--- src/rtl/tipos_pacotes.sv ---
// -----------------------------------------------------------------------------
// tipos_pacotes
// Shared types and constants for the BCD packet interface between the
// binary-to-BCD converter (producer) and the 7-segment display driver.
//   bcdPac_t     : six 4-bit digit codes, BCD5 most significant
//   conv_state_t : converter FSM states
// Digit codes: 4'h0..4'h9 numerals, BCD_DASH = 4'hA, BCD_BLANK = 4'hB.
// -----------------------------------------------------------------------------
package tipos_pacotes;

  localparam logic [3:0]  BCD_DASH      = 4'hA;
  localparam logic [3:0]  BCD_BLANK     = 4'hB;
  localparam int unsigned BCD_MAX_VALUE = 999999;

  typedef struct packed {
    logic [3:0] BCD5;
    logic [3:0] BCD4;
    logic [3:0] BCD3;
    logic [3:0] BCD2;
    logic [3:0] BCD1;
    logic [3:0] BCD0;
  } bcdPac_t;

  typedef enum logic [1:0] {
    IDLE,
    CONVERT,
    FORMAT,
    DONE
  } conv_state_t;

endpackage

--- src/rtl/bin_to_bcd_packet_add3.sv ---
// -----------------------------------------------------------------------------
// bcd_add3
// Combinational digit adjust step of the shift-add-3 algorithm: a digit of 5 or
// more gets 3 added so that the following left shift carries into the next
// decade correctly.
//   i_digit : 4-bit BCD digit before adjust
//   o_digit : adjusted digit (i_digit >= 5 ? i_digit + 3 : i_digit)
// -----------------------------------------------------------------------------
module bcd_add3 (
  input  logic [3:0] i_digit,
  output logic [3:0] o_digit
);

  always_comb begin
    o_digit = i_digit;
    if (i_digit >= 4'd5) begin
      o_digit = i_digit + 4'd3;
    end
  end

endmodule

--- src/rtl/bin_to_bcd_packet.sv ---
// -----------------------------------------------------------------------------
// bin_to_bcd_packet
// Iterative double-dabble converter from an unsigned binary value to a six-digit
// bcdPac_t packet for the display driver. Leading zeros may be blanked and
// values above 999999 are shown as six dashes. Latency from the accepting edge
// to the done pulse is fixed at WIDTH+2 clocks.
//   clk        : system clock
//   rst        : synchronous active-high reset
//   start      : conversion request, accepted only while ready=1
//   value      : binary operand, sampled on the accepting edge
//   clear      : drops enable_o on the next edge
//   ready      : high while idle
//   done       : one-cycle pulse, coincident with a new bcd_packet
//   enable_o   : level, set by done, cleared by clear or rst
//   bcd_packet : registered result, held between conversions
// -----------------------------------------------------------------------------
module bin_to_bcd_packet
  import tipos_pacotes::*;
#(
  parameter int unsigned WIDTH    = 20,
  parameter bit          LZ_BLANK = 1'b1
) (
  input  logic             clk,
  input  logic             rst,
  input  logic             start,
  input  logic [WIDTH-1:0] value,
  input  logic             clear,
  output logic             ready,
  output logic             done,
  output logic             enable_o,
  output bcdPac_t          bcd_packet
);

  localparam int unsigned CntW = $clog2(WIDTH);

  conv_state_t      r_state;
  conv_state_t      w_state_next;
  logic [WIDTH-1:0] r_shift;
  logic [23:0]      r_acc;
  logic [CntW-1:0]  r_cnt;
  logic             r_ovf;
  logic [23:0]      r_fmt;
  logic             r_done;
  logic             r_enable;
  logic [23:0]      r_packet;
  logic [23:0]      w_adj;
  logic [23:0]      w_fmt;

  // Six parallel digit adjusts on the accumulator
  for (genvar g = 0; g < 6; g++) begin : g_add3
    bcd_add3 u_add3 (
      .i_digit (r_acc[4*g +: 4]),
      .o_digit (w_adj[4*g +: 4])
    );
  end

  // State register
  always_ff @(posedge clk) begin
    if (rst) begin
      r_state <= IDLE;
    end else begin
      r_state <= w_state_next;
    end
  end

  // Next-state logic
  always_comb begin
    w_state_next = r_state;
    unique case (r_state)
      IDLE:    if (start) w_state_next = CONVERT;
      CONVERT: if (r_cnt == '0) w_state_next = FORMAT;
      FORMAT:  w_state_next = DONE;
      DONE:    w_state_next = IDLE;
      default: w_state_next = IDLE;
    endcase
  end

  // Outputs
  always_comb begin
    ready      = (r_state == IDLE);
    done       = r_done;
    enable_o   = r_enable;
    bcd_packet = r_packet;
  end

  // Formatting: dashes on overflow, otherwise optional leading-zero blanking
  // from BCD5 downwards; BCD0 always stays numeric.
  always_comb begin
    logic lead;
    w_fmt = r_acc;
    lead  = 1'b1;
    if (r_ovf) begin
      w_fmt = {6{BCD_DASH}};
    end else if (LZ_BLANK) begin
      for (int i = 5; i >= 1; i--) begin
        if (lead && (r_acc[4*i +: 4] == 4'h0)) begin
          w_fmt[4*i +: 4] = BCD_BLANK;
        end else begin
          lead = 1'b0;
        end
      end
    end
  end

  // Datapath and registered outputs
  always_ff @(posedge clk) begin
    if (rst) begin
      r_shift  <= '0;
      r_acc    <= '0;
      r_cnt    <= '0;
      r_ovf    <= 1'b0;
      r_fmt    <= {6{BCD_BLANK}};
      r_done   <= 1'b0;
      r_enable <= 1'b0;
      r_packet <= {6{BCD_BLANK}};
    end else begin
      r_done <= 1'b0;
      // A DONE in the same cycle overrides this below
      if (clear) begin
        r_enable <= 1'b0;
      end
      unique case (r_state)
        IDLE: begin
          if (start) begin
            r_shift <= value;
            r_acc   <= '0;
            r_cnt   <= CntW'(WIDTH - 1);
            r_ovf   <= (32'(value) > BCD_MAX_VALUE);
          end
        end
        CONVERT: begin
          // Adjust then shift {acc, shift} left by one
          r_acc   <= {w_adj[22:0], r_shift[WIDTH-1]};
          r_shift <= r_shift << 1;
          r_cnt   <= r_cnt - 1'b1;
        end
        FORMAT: begin
          r_fmt <= w_fmt;
        end
        DONE: begin
          r_packet <= r_fmt;
          r_done   <= 1'b1;
          r_enable <= 1'b1;
        end
        default: ;
      endcase
    end
  end

endmodule

--- config.mk ---
export PLATFORM = sky130hd
export DESIGN_NAME = bin_to_bcd_packet
export DESIGN_NICKNAME = d
export VERILOG_FILES = /design/src/rtl/tipos_pacotes.sv /design/src/rtl/bin_to_bcd_packet_add3.sv /design/src/rtl/bin_to_bcd_packet.sv
export SDC_FILE = /design/constraint.sdc
export NUM_CORES = 1
export LEC_CHECK = 0
export CAP_MARGIN = 20
export CORE_MARGIN = 5
export CORE_UTILIZATION = 55
export DETAILED_ROUTE_END_ITERATION = 12
export GPL_TIMING_DRIVEN = 0
export PLACE_DENSITY = 0.81
export SETUP_SLACK_MARGIN = 0.4
export SYNTH_ARGS = -nofsm -noshare
export SYNTH_HDL_FRONTEND = slang
export SYNTH_SLANG_ARGS = --single-unit
export TNS_END_PERCENT = 50
--- constraint.sdc ---
create_clock -name clk -period 2.1 [get_ports clk]
set_input_delay 0.315 -clock clk [delete_from_list [all_inputs] [get_ports clk]]
set_output_delay 0.315 -clock clk [all_outputs]
set_load 0.05 [all_outputs]
# [After elaboration in Yosys (flattened, before gate mapping)]
# Cells that the tools add are included.
[word_totals] out_inout_bits=27 input_bits=24 reg_bits=102 wordCells=77
[classes] n_eq_ne=5 n_reduce_logical=16 addsub=7 order_cmp=7 n_mux=33
[op_table] op="24-bit case mux with 2 select lines" n=1
[op_table] op="4-bit 2-to-1 mux" n=11
[op_table] op="20-bit 2-to-1 mux" n=2
[op_table] op="20-bit case mux with 2 select lines" n=1
[op_table] op="4-bit by 3-bit greater-or-equal comparator with 1-bit output (second input constant)" n=6
[op_table] op="24-bit 2-to-1 mux" n=1
[op_table] op="4-bit by 2-bit adder with 4-bit output (second input constant)" n=5
[op_table] op="20-bit greater-than comparator (second input constant)" n=1
[op_table] op="4-bit logical NOT" n=5
[op_table] op="1-bit 2-to-1 mux" n=11
[op_table] op="5-bit case mux with 2 select lines" n=1
[op_table] op="2-bit case mux with 4 select lines" n=1
[op_table] op="2-bit AND reduction" n=3
[op_table] op="5-bit logical NOT" n=1
[op_table] op="5-bit 2-to-1 mux" n=1
[op_table] op="5-bit by 1-bit subtractor with 5-bit output (second input constant)" n=1
[op_table] op="2-bit equality test (second input constant)" n=2
[op_table] op="1-bit logical AND" n=4
[op_table] op="2-bit 2-to-1 mux" n=2
[op_table] op="2-bit != test (second input constant)" n=2
[op_table] op="2-bit nonzero test" n=2
[op_table] op="3-bit by 2-bit adder with 3-bit output (second input constant)" n=1
[op_table] op="3-bit 2-to-1 mux" n=1
[op_table] op="2-bit by 1-bit equality test with 1-bit output (second input constant)" n=1
[op_table] op="2-bit logical NOT" n=1

# [Depth between registers and ports, before layout]
[depth] word_depth=15 mapped_depth=8 depth_no_buf=6

# [Hierarchy]
# A second synthesis with hierarchy kept.
[hier_totals] hier_cells=517 area_unflattened_um2=4615.7
[modules_own_cells] module="bin_to_bcd_packet" instances=1 cells_per_inst=421 area_each_um2=4007.6
[modules_own_cells] module="bcd_add3" instances=6 cells_per_inst=16 area_each_um2=101.3

# [Least setup slack after synthesis]
# OpenSTA, ideal clock, no wires.
[synth_path] path_kind="register to register" from="register r_state[0]" to="register r_shift[10]" stages_incl_launch_ff=7 period_less_slack_ns=1.944 slack_ns=0.156 required_ns=2.014 arrival_time_ns=1.859 path_buffers=2 cell_sequence="dfxtp_1 -> inv_1 -> ha_1 -> mux2_2 -> buf_6 -> buf_2 -> a211oi_1"
[synth_between] elab_chain_cells=3 elab_cells_between_ends=6
[synth_lines] element="start: declaration" line_no="bin_to_bcd_packet.sv:36" rtl="conv_state_t r_state;"
[synth_lines] element="start signal: assignment" line_no="bin_to_bcd_packet.sv:62" rtl="r_state <= w_state_next;"
[synth_lines] element="2-bit logical NOT *"
[synth_lines] element="named net ready" line_no="bin_to_bcd_packet.sv:28" rtl="output logic ready,"
[synth_lines] element="2-bit != test (no line) / 2-bit nonzero test (equally long branches)"
[synth_lines] element="2-bit AND reduction (no line)"
[synth_lines] element="end signal: assignment" line_no="bin_to_bcd_packet.sv:125" rtl="r_shift <= value;"
[synth_lines] element="end signal: assignment" line_no="bin_to_bcd_packet.sv:134" rtl="r_shift <= r_shift << 1;"
[synth_lines] element="end: declaration" line_no="bin_to_bcd_packet.sv:38" rtl="logic [WIDTH-1:0] r_shift;"
# The timed path passes the listed nets; every way through them passes the cells marked *.
# A chain may end at the register's enable or synchronous reset.

# [Worst setup path after layout]
[layout_path] from="register r_state[0]" to="register r_acc[19]"
[layout_between] elab_chain_cells=3 elab_cells_between_ends=6
[layout_lines] element="2-bit by 1-bit equality test with 1-bit output / 2-bit logical NOT (equally long branches)" line_no="bin_to_bcd_packet.sv:122" rtl="unique case (r_state)"
[layout_lines] element="2-bit nonzero test (no line) / 2-bit != test (equally long branches)"
[layout_lines] element="2-bit AND reduction (no line)"
[layout_lines] element="end signal: assignment" line_no="bin_to_bcd_packet.sv:133" rtl="r_acc <= {w_adj[22:0], r_shift[WIDTH-1]};"
[layout_lines] element="end: declaration" line_no="bin_to_bcd_packet.sv:39" rtl="logic [23:0] r_acc;"
# Several ways; a longest one is shown, not always the timed one.

==> impl_results.md <==
- Post-Synth XOR/XNOR Area: 1.329%
- Number of synthesized flops with an enable pin: 0
- Post-place setup slack: ~0.17 ns
- Cell Area, Placed: between 0.005 and 0.006 mm2
- Fill cells: 603
- Largest net degree at the start of global routing: 17
- Die ar.: approximately 0.010 mm2
- # Max-Cap Violations: 0
- First-pass GRT wire length: between 15000 and 20000 um
- Number of DRC markers in iteration 0: 191
- Die X: between 100 and 150 um
- Fin. Hold Viols: 0
- Crit path largest cell delay: roughly 0.38 ns
- Largest family of logic cells by synthesized area: compound AO/OA/AOI/OAI gates
- Fraction of layout instances using a drive strength above 1: about 17%
- Non-Filler Instances: approximately 670
- Worst Max-Slew Pin Slew: ~0.64 ns
- Worst EP required: around 2.4 ns
- RSZ-0062 raised after global routing: yes
- Initial core utilization: between 50% and 60%
- CTS Buf Count: 9
- P&R area growth vs syn: 22.94%
- Die height: around 100 um
- Diode count: 0
- Grt ovf: 0
- Worst vdd ir: approximately 0.86 mV
- DRT Wirelength: between 10000 and 15000 um
- LEAKAGE: between 2 and 2.5 nW
- Synth Area per Inst: around 9.4 um2
- Final worst path period share: 79.60%
- Tot Pwr: between 6 and 7 mW
- DRC errors left: 0
- Clk buf depth: 2
- Achievable frequency: ~0.60 GHz
- Rows: 33
- Clk pin slew, worst setup/hold paths: 0.10 ns
- Final setup skew: around 0.014 ns
- Compound-Gate Fraction of Synth Area: about a fifth
- Syn nets: roughly 530
- Synthesized flop and latch total: between 100 and 150
- Via count: 3913
- CTS Sinks: 102
- Post-route ant nets: 0
- Area share of the largest cell type after synthesis: between 40% and 50%
- Initial antenna violation count: 0
- Critical path startpoint category: register
- GP Congestion: between 0.8 and 0.9
- Hold path depth: 3
- Status: completed
- Final setup TNS: 0 ns
- # hold bufs at CTS: 0
- Reg2Reg Depth: 8
- Seq/Total Area, Yosys: roughly 44%
- Cell taking the most area after synthesis: dfxtp_1
- Slew Viols, Final: 0
- Post-synthesis mux area share: between 6 and 7%
- Kind of end point of the critical path: register
- I/O pin count: 51
- Clock H-tree levels: 3
- Main flop type after synthesis: dfxtp_1
- Distinct cell type count after synthesis: just under 50
- CTS tree: done
- Synth Cell Area: roughly 0.0046 mm2
- Crit-path cells: inv_2, ha_4, buf_4, nor2b_1, buf_2, nor4b_1, o21ai_0, a21oi_1
- Post-route setup slack: 0.4284 ns
- Adder-cell share of the synthesized area: roughly 5%
- Most common cell after layout, fill and taps aside: dfxtp_1
- Placed Cells: ~650
- Ranking of synthesized cells by area: dfxtp_1 (44%), mux2i_1 (6.5%), ha_1 (5.2%)
- Quantity of I/O buffers inserted on ports: 49
- Post-layout min period: roughly 1.7 ns
- Vias/cell: between 5 and 6
- Arr. time, crit path: ~2.0 ns
- TritonRoute pass-1 iters: 4
- Layout Cell Area excl Fill: 0.005673 mm2
- Layout net count: approximately 600
- Pwr per Cell Area: 1089 mW/mm2
- Core Area: between 0.008 and 0.009 mm2
- Post-Synth Simple-Gate Area: between 10% and 20%
- Worst skew pair latency: around 0.37 ns
- DR WL/cell: 16.77 um
- Cells after Synth: ~490
- Clock root cell: clkbuf_8
- Commonest non-fill, non-tap cells in the layout: dfxtp_1 (95), nor2_1 (45), mux2i_1 (30)
- Worst-path fanout max: 8
- CP max stage cell: dfxtp_2
- Setup CP Type: reg2reg
- Vias in the first global route: 3800
- Relative slew slack: between 50% and 60%
- Final setup viols: 0
- Hold Path Class: in2reg
- Hpwl dp: about 8000 um
- Synth Warn #: 0
- Synth async-reset ratio: 0%
- Global-route usage over all layers: about 22%
==> metrics by stage <==
stage | hold WS (ns) | utilization [%]
final | 0.4088 | 69.39
after global routing | 0.4198 | 69.39
after CTS | 0.3732 | 66.79
after detailed placement | 0.4572 | 64.20
after global placement | 0.4478 | 64.20
after floorplan | 0.4359 | -
==> registers in the layout, summed over array words and instances (netlist names) <==
signal,count
done,1
r_ovf,1
r_shift,20
r_state,2
r_cnt,5
r_acc,24
bcd_packet,24
enable_o,1
r_fmt,24
==> cell usage after synthesis, types with 3 or more instances <==
cell	n
a211o_1	19
a211oi_1	19
a21oi_1	24
a22o_1	6
a22oi_1	9
buf_2	11
buf_6	7
clkbuf_1	12
dfxtp_1	102
ha_1	19
inv_1	19
mux2i_1	30
nand2_1	20
nand2b_1	18
nand3_1	5
nor2_1	53
nor2b_1	21
nor3_1	10
nor3b_1	4
nor4_1	3
nor4b_1	5
o21ai_0	23
o22ai_1	3
o31ai_1	7
o32ai_1	6
xnor2_1	6
==> critical path, delay by kind of cell, from the launching register on <==
| kind | cells | cell delay [ns] |
|---|---|---|
| buffers and inverters | 3 | 0.40 |
| and+or+nand+nor | 2 | 0.40 |
| DFF | 1 | 0.38 |
| AOI/OAI and AO/OA | 2 | 0.24 |
| adders and majority gates | 1 | 0.18 |
==> report_power, final <==
part / total, mW / leakage [nW] / internal, mW / switching (mW)
registers: 2.47 / 0.834 / 2.26 / 0.204
logic: 2.54 / 1.20 / 1.04 / 1.51
clock network: 1.17 / 0.0930 / 0.502 / 0.668
total: 6.18 / 2.13 / 3.80 / 2.38
==> metal layers <==
metal / share of wire, % / wire length [um] / track usage, %
met1: 44 / 4918 / 27.54
met2: 49 / 5450 / 37.12
met3: 5.3 / 598 / 4.477
met4: 2.2 / 250 / 6.748
met5: 0 / 0 / 0
==> kinds of logic (layout without fill, tap and decap cells) <==
family	Yosys count	count (layout)
AOI/OAI and AO/OA	129	129
xor gates and xnor gates	7	7
adders and majority gates	19	19
buffers and inverters	53	126
DFF	102	102
muxes	31	31
and+or+nand+nor	150	150
==> final timing paths <==
| kind | start | endpoint | slack [ns] |
|---|---|---|---|
| max | r_state[0]$_SDFFE_PP0P_ | r_acc[19]$_SDFFE_PP0P_ | 0.43 |
| min | rst | r_acc[4]$_SDFFE_PP0P_ | 0.41 |
| max reg2reg | r_state[0]$_SDFFE_PP0P_ | r_acc[19]$_SDFFE_PP0P_ | 0.43 |
| min reg2reg | r_fmt[0]$_SDFFE_PP1P_ | bcd_packet[0]$_SDFFE_PP1P_ | 0.48 |
==> cell type report <==
class	count	area (um2)	share of cell area, %
sequential	102	2056	36.24
buffer	34	234.0	4.124
tap	105	131.4	2.316
clock buffer	12	155.1	2.735
clock inverter	4	30.03	0.5293
inverter	19	71.32	1.257
multi-input combinational	336	2470	43.54
timing repair buffer	57	525.5	9.263
==> timing repair <==
action | CTS | global route
cloned | 0 | 1
endpoints found under the setup margin | 84 | 53
resized for setup | 41 | 57
pin swaps | 1 | 2
setup buffers | 2 | 5
Power figures use the tool's default switching activity.
